$ cat src/rtl/bus_a8_rd_drive_pkg.sv
// Shared definitions for the A8 read-side responder and its sibling bus
// monitor. The tick constants are positions within one A8 bus cycle,
// counted in clk200 periods from the synchronised phi2 falling edge.
//
// Contents:
//   TICK_BITS          width of the cycle tick counter
//   TICK_ADDRESS_VALID tick at which addr / rw_n / page_sel are sampled
//   TICK_DRIVE_ON      earliest tick at which the data driver may enable
//   TICK_DEADLINE      last tick at which fetched data is accepted
//   HOLD_TICKS         driver hold time after the next phi2 falling edge
//   DEFAULT_DATA       byte driven when the fetch misses its deadline
//   rd_state_t         responder state encoding
//   sat_inc8()         saturating 8-bit increment
package bus_a8_rd_drive_pkg;

  localparam int         TICK_BITS          = 7;
  localparam int         TICK_ADDRESS_VALID = 33;
  localparam int         TICK_DRIVE_ON      = 60;
  localparam int         TICK_DEADLINE      = 85;
  localparam int         HOLD_TICKS         = 3;
  localparam logic [7:0] DEFAULT_DATA       = 8'hFF;

  // Depth of the phi2 synchroniser; the edge detector looks at the two
  // oldest stages.
  localparam int         SYNC_STAGES        = 3;

  typedef enum logic [2:0] {
    ST_IDLE  = 3'd0,
    ST_FETCH = 3'd1,
    ST_READY = 3'd2,
    ST_DRIVE = 3'd3,
    ST_HOLD  = 3'd4
  } rd_state_t;

  function automatic logic [7:0] sat_inc8(input logic [7:0] value);
    return (value == 8'hFF) ? value : value + 8'd1;
  endfunction

endpackage

$ cat src/rtl/bus_a8_rd_drive_timer.sv
// a8_cycle_timer: bus-cycle position tracker for the A8 bus.
//
// Synchronises phi2 (a8_clk) into the clk200 domain, detects its edges and
// counts clk200 ticks since the last falling edge. The counter saturates at
// all-ones so a stopped phi2 is visible as a pinned maximum.
//
// Ports:
//   clk200    in   200 MHz FPGA clock
//   a8_rst_n  in   asynchronous active-low reset
//   a8_clk    in   A8 phi2, asynchronous to clk200
//   rising    out  one-cycle pulse, synchronised phi2 rising edge
//   falling   out  one-cycle pulse, synchronised phi2 falling edge
//   ticks     out  clk200 ticks since the last falling edge (saturating)
//   ticks_sat out  ticks is pinned at its maximum
module a8_cycle_timer
  import bus_a8_rd_drive_pkg::*;
#(
  parameter int TICK_W = TICK_BITS
) (
  input  logic              clk200,
  input  logic              a8_rst_n,
  input  logic              a8_clk,
  output logic              rising,
  output logic              falling,
  output logic [TICK_W-1:0] ticks,
  output logic              ticks_sat
);

  logic [SYNC_STAGES-1:0] sync_reg;
  logic [TICK_W-1:0]      ticks_reg;
  logic [TICK_W-1:0]      ticks_next;
  logic [1:0]             sync_edge;

  // Bit 0 takes the raw input; higher bits are progressively older samples.
  always_ff @(posedge clk200 or negedge a8_rst_n) begin
    if (!a8_rst_n) begin
      sync_reg <= '0;
    end else begin
      sync_reg <= {sync_reg[SYNC_STAGES-2:0], a8_clk};
    end
  end

  // Oldest pair: {older, newer}. 10 is a falling edge, 01 a rising edge.
  assign sync_edge = sync_reg[SYNC_STAGES-1 -: 2];
  assign falling   = (sync_edge == 2'b10);
  assign rising    = (sync_edge == 2'b01);
  assign ticks_sat = &ticks_reg;

  always_comb begin
    ticks_next = ticks_reg;
    if (falling) begin
      ticks_next = '0;
    end else if (!ticks_sat) begin
      ticks_next = ticks_reg + TICK_W'(1);
    end
  end

  always_ff @(posedge clk200 or negedge a8_rst_n) begin
    if (!a8_rst_n) begin
      ticks_reg <= '0;
    end else begin
      ticks_reg <= ticks_next;
    end
  end

  assign ticks = ticks_reg;

endmodule

$ cat src/rtl/bus_a8_rd_drive.sv
// bus_a8_rd_drive: read-side responder for the A8 cartridge bus.
//
// For each A8 read of an FPGA-sourced page it samples the address at the
// address-valid tick, fetches the byte over a req/ack handshake, and drives
// it onto the A8 data bus from the drive-on tick until a short hold after
// the next phi2 falling edge. A fetch that misses the deadline drives
// DEFAULT_DATA instead and is counted; its acknowledge is swallowed later.
//
// Ports:
//   clk200        in   200 MHz FPGA clock
//   a8_rst_n      in   asynchronous active-low reset
//   a8_clk        in   A8 phi2, asynchronous to clk200
//   a8_rw_n       in   A8 read/write (1 = read)
//   a8_addr       in   A8 address bus
//   page_sel      in   1 = page a8_addr[15:8] is FPGA-sourced
//   mem_req       out  fetch request, held until mem_ack
//   mem_addr      out  fetch address, stable while mem_req = 1
//   mem_ack       in   one-cycle acknowledge, mem_rdata valid with it
//   mem_rdata     in   fetched byte
//   a8_data_out   out  byte for the A8 data bus
//   a8_data_oe    out  data bus driver enable (1 = drive)
//   timeout_count out  saturating count of deadline misses
module bus_a8_rd_drive
  import bus_a8_rd_drive_pkg::*;
(
  input  logic        clk200,
  input  logic        a8_rst_n,
  input  logic        a8_clk,
  input  logic        a8_rw_n,
  input  logic [15:0] a8_addr,
  input  logic        page_sel,
  output logic        mem_req,
  output logic [15:0] mem_addr,
  input  logic        mem_ack,
  input  logic [7:0]  mem_rdata,
  output logic [7:0]  a8_data_out,
  output logic        a8_data_oe,
  output logic [7:0]  timeout_count
);

  localparam logic [TICK_BITS-1:0] T_ADDR_VALID = TICK_BITS'(TICK_ADDRESS_VALID);
  localparam logic [TICK_BITS-1:0] T_DRIVE_ON   = TICK_BITS'(TICK_DRIVE_ON);
  localparam logic [TICK_BITS-1:0] T_DEADLINE   = TICK_BITS'(TICK_DEADLINE);
  localparam logic [TICK_BITS-1:0] T_HOLD       = TICK_BITS'(HOLD_TICKS);

  logic                 unused_rising;
  logic                 a8_falling;
  logic                 ticks_sat;
  logic [TICK_BITS-1:0] ticks;

  a8_cycle_timer #(
    .TICK_W (TICK_BITS)
  ) u_timer (
    .clk200    (clk200),
    .a8_rst_n  (a8_rst_n),
    .a8_clk    (a8_clk),
    .rising    (unused_rising),
    .falling   (a8_falling),
    .ticks     (ticks),
    .ticks_sat (ticks_sat)
  );

  rd_state_t   state_reg,    state_next;
  logic        mem_req_reg,  mem_req_next;
  logic [15:0] mem_addr_reg, mem_addr_next;
  logic [7:0]  data_reg,     data_next;
  logic        oe_reg,       oe_next;
  logic [7:0]  timeout_reg,  timeout_next;
  logic        pending_reg,  pending_next;

  logic rd_hit;
  logic late_ack;
  logic own_req;

  assign rd_hit   = (ticks == T_ADDR_VALID) && a8_rw_n && page_sel;
  // An ack while a missed request is still outstanding belongs to that
  // stale request, never to the current bus cycle.
  assign late_ack = pending_reg && mem_ack;
  // FETCH only waits for data when it has its own request in flight. If the
  // stale request was still open at address-valid time (or its ack landed in
  // that very cycle) nothing was issued and the cycle is a miss.
  assign own_req  = mem_req_reg && !pending_reg;

  always_comb begin
    state_next    = state_reg;
    mem_req_next  = mem_req_reg;
    mem_addr_next = mem_addr_reg;
    data_next     = data_reg;
    oe_next       = oe_reg;
    timeout_next  = timeout_reg;
    pending_next  = pending_reg;

    if (late_ack) begin
      mem_req_next = 1'b0;
      pending_next = 1'b0;
    end

    case (state_reg)
      ST_IDLE: begin
        if (rd_hit) begin
          state_next = ST_FETCH;
          if (!pending_reg) begin
            mem_addr_next = a8_addr;
            mem_req_next  = 1'b1;
          end
        end
      end

      // The deadline lies well below counter saturation, so a stopped phi2
      // during FETCH always leaves through the deadline path first.
      ST_FETCH: begin
        if (!own_req) begin
          data_next    = DEFAULT_DATA;
          timeout_next = sat_inc8(timeout_reg);
          state_next   = ST_READY;
        end else if (mem_ack) begin
          data_next    = mem_rdata;
          mem_req_next = 1'b0;
          state_next   = ST_READY;
        end else if (ticks >= T_DEADLINE) begin
          // Request stays high; the eventual ack is swallowed as a late ack.
          data_next    = DEFAULT_DATA;
          timeout_next = sat_inc8(timeout_reg);
          pending_next = 1'b1;
          state_next   = ST_READY;
        end
      end

      ST_READY: begin
        if (ticks_sat) begin
          oe_next    = 1'b0;
          state_next = ST_IDLE;
        end else if (ticks >= T_DRIVE_ON) begin
          oe_next    = 1'b1;
          state_next = ST_DRIVE;
        end
      end

      ST_DRIVE: begin
        if (a8_falling) begin
          state_next = ST_HOLD;
        end else if (ticks_sat) begin
          oe_next    = 1'b0;
          state_next = ST_IDLE;
        end
      end

      ST_HOLD: begin
        if (ticks == T_HOLD) begin
          oe_next    = 1'b0;
          state_next = ST_IDLE;
        end
      end

      default: begin
        oe_next    = 1'b0;
        state_next = ST_IDLE;
      end
    endcase
  end

  always_ff @(posedge clk200 or negedge a8_rst_n) begin
    if (!a8_rst_n) begin
      state_reg    <= ST_IDLE;
      mem_req_reg  <= 1'b0;
      mem_addr_reg <= '0;
      data_reg     <= '0;
      oe_reg       <= 1'b0;
      timeout_reg  <= '0;
      pending_reg  <= 1'b0;
    end else begin
      state_reg    <= state_next;
      mem_req_reg  <= mem_req_next;
      mem_addr_reg <= mem_addr_next;
      data_reg     <= data_next;
      oe_reg       <= oe_next;
      timeout_reg  <= timeout_next;
      pending_reg  <= pending_next;
    end
  end

  assign mem_req       = mem_req_reg;
  assign mem_addr      = mem_addr_reg;
  assign a8_data_out   = data_reg;
  assign a8_data_oe    = oe_reg;
  assign timeout_count = timeout_reg;

endmodule

$ cat config.mk
export PLATFORM = sky130hd
export DESIGN_NAME = bus_a8_rd_drive
export DESIGN_NICKNAME = d
export VERILOG_FILES = /design/src/rtl/bus_a8_rd_drive_pkg.sv /design/src/rtl/bus_a8_rd_drive_timer.sv /design/src/rtl/bus_a8_rd_drive.sv
export SDC_FILE = /design/constraint.sdc
export NUM_CORES = 1
export LEC_CHECK = 0
export BUFFER_PORTS_ARGS = -buffer_cell sky130_fd_sc_hd__clkbuf_2
export CAP_MARGIN = 20
export CORE_MARGIN = 8
export CORE_UTILIZATION = 50
export CTS_CLUSTER_DIAMETER = 150
export DETAILED_ROUTE_END_ITERATION = 7
export GPL_TIMING_DRIVEN = 1
export PLACE_DENSITY = 0.83
export SYNTH_ARGS = -nofsm -noshare
export SYNTH_HDL_FRONTEND = slang
export SYNTH_SLANG_ARGS = --single-unit
$ cat constraint.sdc
create_clock -name clk200 -period 2.85 [get_ports clk200]
set_input_delay 0.1425 -clock clk200 [delete_from_list [all_inputs] [get_ports clk200]]
set_output_delay 0.1425 -clock clk200 [all_outputs]
set_load 0.02 [all_outputs]
==> results.cfg, run 1 <==
[detailed_routing]
wl_met3_microns = 523
avgViaCountPerCell = 5.34
routed_wl_microns = 4600
drc = 0
drtAntennaViolNets = 0
wl_per_cell_microns = 14.7
routed-wl-met2_microns = 2120
top_layer_used = met4
drt_iter0_drc = 53
wl_met1_microns = 1910
dr.pass1.iters = 4
via_count = 1666

[synth]
synth_flop_cell = dfrtp_1
synth-edff-count = 0
syn_area_per_cell_sq_um = 11.2
synth_seq_area_share = 0.558
synthCells = 192
syn_nets = 226
synth.distinct_cells = 38
async_flop_share = 1.00
ys_seq_elements = 48
syn_area_sq_mm = 0.00215
yosys_warnings = 0

[die]
core_sq_mm = 0.00426
pin_count = 64
die-area_sq_mm = 0.00666
die_x_microns = 81.6
start_util = 0.505
die_h_microns = 81.6
std_cell_rows = 24

[timing]
drv_slew = 0
maxSlewHeadroom = 0.639
timing.setup.tns_ps = 0
tightest_slew_ps = 542
rsz0062_at_grt = false
fmax_mhz = 507
finalHoldViolCount = 0
skew_ps = 6.15
min_period_over_period = 0.692
finalSetupViolCount = 0
min_period_ps = 1970
timing.hold.ws_ps = 63.7

[outcome]
status = completed

[global_routing]
antenna_found_initial = 0
grt_pass1_vias = 1710
grt_pass1_wl_microns = 7760
grt-ovfl-total = 0
grt_max_degree = 27
grtUsageTotal = 0.147

[worst_setup_path]
crit_path_max_fanout = 17
crit_path_end_kind = flip-flop
path_class = reg2reg
r2r-start = u_timer.ticks[2]
arrival_ps = 2150
crit_path_start = u_timer.ticks[2]
startpoint_type = flip-flop
cp.required_ps = 3030
ff2ff_path_depth = 5
r2r_slack_ps = 880

[cts]
clockBufferDepth = 2
cts_tree = yes
cts.sinks = 48
cts_resized = 0
htreeDepth = 2
insertion_delay_ps = 290
clk_pin_slew_ps = 80
cts_root_buf = clkbuf_8
cts_buffers = 5

[cells_and_area]
synthToLayoutAreaGrowth_pct = 23.0
fillers = 347
fin_cells = 312
finish.utilization = 0.621
largest_register_ffs = 16
multiInputGateArea_sq_um = 890
seq_area_sq_mm = 0.00120
antennaDiodeCount = 0
nNetsFinal = 293
drive_gt1_frac = 0.369

[hold_path]
min_from = mem_ack
hp-class = in2reg
holdPathStages = 2

[pwr]
irDropWorstVdd_v = 0.000416
powerDensity_mw_per_mm2 = 773
p_leak_nw = 1.35

[job]
drv_cap = 0

[placed_design]
gp_congestion = 0.803
hpwlAfterDp_microns = 3470
place_inst = 302
port_buffers = 63
-- per-layer routing --
metal | vias up | track usage
met1 | 780 | 0.180
li1 | 812 | -
met3 | 4 | 0.0755
met2 | 70 | 0.222
met5 | - | 0
met4 | 0 | 0.0474
-- synth_stat cells, types with 2 or more instances --
| library cell | number | area, sq um |
|---|---|---|
| dfrtp_1 | 48 | 1200 |
| nor2_1 | 18 | 67.6 |
| mux2_2 | 17 | 191 |
| nand2_1 | 17 | 63.8 |
| o21ai_0 | 12 | 60.1 |
| nand3_1 | 8 | 40.0 |
| xnor2_1 | 8 | 70.1 |
| a21oi_1 | 6 | 30.0 |
| clkbuf_1 | 6 | 22.5 |
| nand4_1 | 6 | 37.5 |
| inv_1 | 5 | 18.8 |
| ha_1 | 4 | 50.1 |
| a31oi_1 | 3 | 18.8 |
| and4_1 | 3 | 26.3 |
| nor3_1 | 3 | 15.0 |
| and3_1 | 2 | 12.5 |
| buf_2 | 2 | 10.0 |
| nand2b_1 | 2 | 12.5 |
| nor2b_1 | 2 | 12.5 |
| xor2_1 | 2 | 17.5 |
-- cell families after synthesis --
family                     Yosys count  synth area share
AOI/OAI and AO/OA                   32            0.0924
muxes                               17            0.0889
adders and majority gates            4            0.0232
DFF                                 48             0.558
and+or+nand+nor                     67             0.168
xor gates and xnor gates            10            0.0407
buffers and inverters               14            0.0291
-- placed cells by master, fill, tap and decap left out, types with 2 or more instances in the layout --
cell type      count
mux2_2            17
clkbuf_8           5
and3_1             2
a31oi_1            3
dlygate4sd3_1      2
nand4_1            6
and4_1             3
nand3_1            8
nor2b_1            2
xnor2_1            8
ha_1               4
o21ai_0           12
buf_4              4
nor2_1            18
inv_1              5
clkbuf_2          63
dfrtp_1           48
nor3_1             3
a21oi_1            6
xor2_1             2
nand2_1           17
nand2b_1           2
-- worst max-delay path, stage by stage, from the launching register on --
cell and delay (ps):
dfrtp_1 510, nor4_4 360, nand2_2 120, nor4b_4 210, buf_4 280, mux2_2 370
-- per-stage QoR --
stage | setup WS [ps] | total power [W] | instance area (sq um)
2_1_floorplan | 894 | 0.00139 | 2150
6_report | 877 | 0.00205 | 2650
4_1_cts | 872 | 0.00207 | 2650
5_1_grt | 754 | 0.00220 | 2650
3_3_place_gp | 909 | 0.00157 | 2520
3_5_place_dp | 885 | 0.00159 | 2520
-- power by group --
group	internal [W]	leakage, nW	switching (W)
Sequential	0.000810	0.628	0.000149
Combinational	0.000259	0.664	0.000357
Clock	0.000260	0.0552	0.000211
-- path summary, 6_finish.rpt --
kind	to
min in group asynchronous	mem_addr[4]
max reg2reg	mem_addr[11]
min	pending_reg
min reg2reg	u_timer.sync_reg[1]
max in group asynchronous	mem_addr[13]
max	mem_addr[11]
-- area by class of cell --
| cell class | instances | area share |
|---|---|---|
| repair buffers | 69 | 0.138 |
| well taps | 52 | 0.0246 |
| inverters | 5 | 0.00709 |
| multi-input cells | 130 | 0.336 |
| clock buffers | 6 | 0.0274 |
| flip-flops and latches | 48 | 0.454 |
| clock inverters | 2 | 0.0132 |
-- what timing repair did --
item	in CTS	in global routing
hold buffers	2	0
setup buffers	0	0
endpoints found under the hold margin	23	0
No activity file was read; power rests on OpenSTA's default activity.
==> run 2, diff against run 1 <==
--- a/config.mk
+++ b/config.mk
@@ -8,11 +8,11 @@
 export BUFFER_PORTS_ARGS = -buffer_cell sky130_fd_sc_hd__clkbuf_2
 export CAP_MARGIN = 20
 export CORE_MARGIN = 8
-export CORE_UTILIZATION = 50
+export CORE_UTILIZATION = 46
 export CTS_CLUSTER_DIAMETER = 150
 export DETAILED_ROUTE_END_ITERATION = 7
 export GPL_TIMING_DRIVEN = 1
-export PLACE_DENSITY = 0.83
+export PLACE_DENSITY = 0.8
 export SYNTH_ARGS = -nofsm -noshare
 export SYNTH_HDL_FRONTEND = slang
 export SYNTH_SLANG_ARGS = --single-unit
==> constraint.sdc (replaced) <==
create_clock -name clk200 -period 1.8 [get_ports clk200]
set_input_delay 0.09 -clock clk200 [delete_from_list [all_inputs] [get_ports clk200]]
set_output_delay 0.09 -clock clk200 [all_outputs]
set_load 0.02 [all_outputs]
==> results.cfg, run 2 (synthesized netlist as in run 1, its figures left out) <==
[placed_design]
gp_congestion = 0.889
dp_slack_ps = -13.4
port_buffers = 63
place_inst = 317
place_area_sq_mm = 0.00265
hpwlAfterDp_microns = 3560

[timing]
skew_ps = 5.41
finalSetupViolCount = 16
drv_slew = 0
tightest_slew_ps = 557
timing.hold.ws_ps = 22.0
fin_ws_ps = -133
finalHoldViolCount = 0
min_period_ps = 1930
rsz0062_at_grt = true
fmax_mhz = 517
maxSlewHeadroom = 0.629
min_period_over_period = 1.07

[global_routing]
antenna_found_initial = 0
grt_pass1_wl_microns = 7980
grt_max_degree = 29
grt-ovfl-total = 0
grtUsageTotal = 0.136
grt_pass1_vias = 1777

[cells_and_area]
fin_cells = 331
synthToLayoutAreaGrowth_pct = 33.5
nNetsFinal = 310
layout_commonest_cell = clkbuf_2
antennaDiodeCount = 0
finalInstanceArea_sq_mm = 0.00288
largest_register_ffs = 16
final_cell_mix = clkbuf_2, dfrtp_1, nor2_1
drive_gt1_frac = 0.430

[pwr]
seqPwrFrac = 0.428
comb_power_share = 0.374
p_sw_frac = 0.361
powerDensity_mw_per_mm2 = 1170
p_leak_nw = 1.45
irDropWorstVdd_v = 0.000555
intPower_w = 0.00215
power_frac_clock = 0.198
switchingPower_w = 0.00121

[worst_setup_path]
r2r-start = u_timer.ticks[4]
arrival_ps = 2120
startpoint_type = flip-flop
crit_path_start = u_timer.ticks[4]
critPathSlowestCell = dfrtp_2
crit_path_end_kind = flip-flop
cp_cell_sequence = nor4_4 -> nand2_2 -> nor4b_4 -> buf_4 -> clkbuf_16 -> mux2_4
cp.required_ps = 1980
max_stage_delay_ps = 450
path_class = reg2reg
crit_path_max_fanout = 8

[cts]
clk_pin_slew_ps = 80
clockBufferDepth = 2
htreeDepth = 2
insertion_delay_ps = 290
cts_buffers = 5
cts.sinks = 48
cts_tree = yes
cts_root_buf = clkbuf_8

[die]
pin_count = 64
die_x_microns = 84.4
die-area_sq_mm = 0.00713
start_util = 0.465
die_h_microns = 84.4
std_cell_rows = 25
core_sq_mm = 0.00463

[detailed_routing]
routed_wl_microns = 4940
drtAntennaViolNets = 0
avgViaCountPerCell = 5.20
drc = 0
dr.pass1.iters = 4
via_count = 1720
drt_iter0_drc = 86
wl_per_cell_microns = 14.9

[job]
drv_cap = 0

[hold_path]
hp-class = in2reg
min_from = a8_addr[13]

[outcome]
status = complete, but fails checks
violations = negative setup slack
==> run 2: cell count changes in the layout (fill, tap and decap cells not counted), moves of 2 or more <==
cell | previous run | this run
buf_12 | 0 | 2
mux2_2 | 17 | 7
mux2_4 | 0 | 10
buf_4 | 4 | 17
==> run 2: power groups by stage <==
stage / clock [W] / combinational, W / sequential (W)
6_report: 0.000666 / 0.00126 / 0.00144
5_1_grt: 0.000733 / 0.00140 / 0.00147
4_1_cts: 0.000689 / 0.00123 / 0.00144
3_5_place_dp: 0 / 0.00122 / 0.00146
3_3_place_gp: 0 / 0.00118 / 0.00145
2_1_floorplan: 0 / 0.000594 / 0.00161
==> run 2: layout make-up <==
| cell class | instances | area, sq um |
|---|---|---|
| Clock buffer | 6 | 82.6 |
| Clock inverter | 2 | 13.8 |
| Fill cell | 382 | 1750 |
| Inverter | 5 | 18.8 |
| Multi-Input combinational cell | 130 | 952 |
| Sequential cell | 48 | 1200 |
| Tap cell | 54 | 67.6 |
| Timing Repair Buffer | 86 | 538 |
==> run 2: worst max-delay path: cells and delay by family (launching register included) <==
kind                   cells  cell delay (ps)
multiplexers               1              300
AND/OR/NAND/NOR            3              730
flip-flops                 1              450
buffers and inverters      2              340
==> run 2: worst paths after layout <==
kind                       depth (start not counted)  slack, ps                   to
hold / removal                                     2         20         mem_addr[13]
hold reg to reg                                    0        370  u_timer.sync_reg[1]
max in group asynchronous                          3        960     u_timer.ticks[4]
min in group asynchronous                          2        310       a8_data_out[4]
setup / recovery                                   6       -130         mem_addr[14]
setup reg to reg                                   6       -130         mem_addr[14]
==> run 2: metal layers <==
metal / GRT usage / share of wire
met1: 0.153 / 0.43
met2: 0.229 / 0.49
met3: 0.0595 / 0.072
met4: 0.0388 / 0.0055
met5: 0 / 0
==> run 2: stage by stage <==
stage,setup TNS (ps),total power (W),utilization
floorplan,-1460,0.00221,-
global placement,0,0.00263,0.571
detailed placement,-49.1,0.00268,0.571
CTS,-698,0.00336,0.599
global route,-3260,0.00361,0.621
finish,-1950,0.00337,0.621
==> run 2: timing repair <==
| item | 4_1_cts | 5_1_grt |
|---|---|---|
| cloned | 0 | 1 |
| hold buffers | 3 | 0 |
| buffers inserted | 0 | 2 |
| endpoints found under the setup margin | 18 | 24 |
| resized for setup | 1 | 16 |
| pin swaps | 0 | 4 |
| hold endpoints to repair | 22 | 0 |
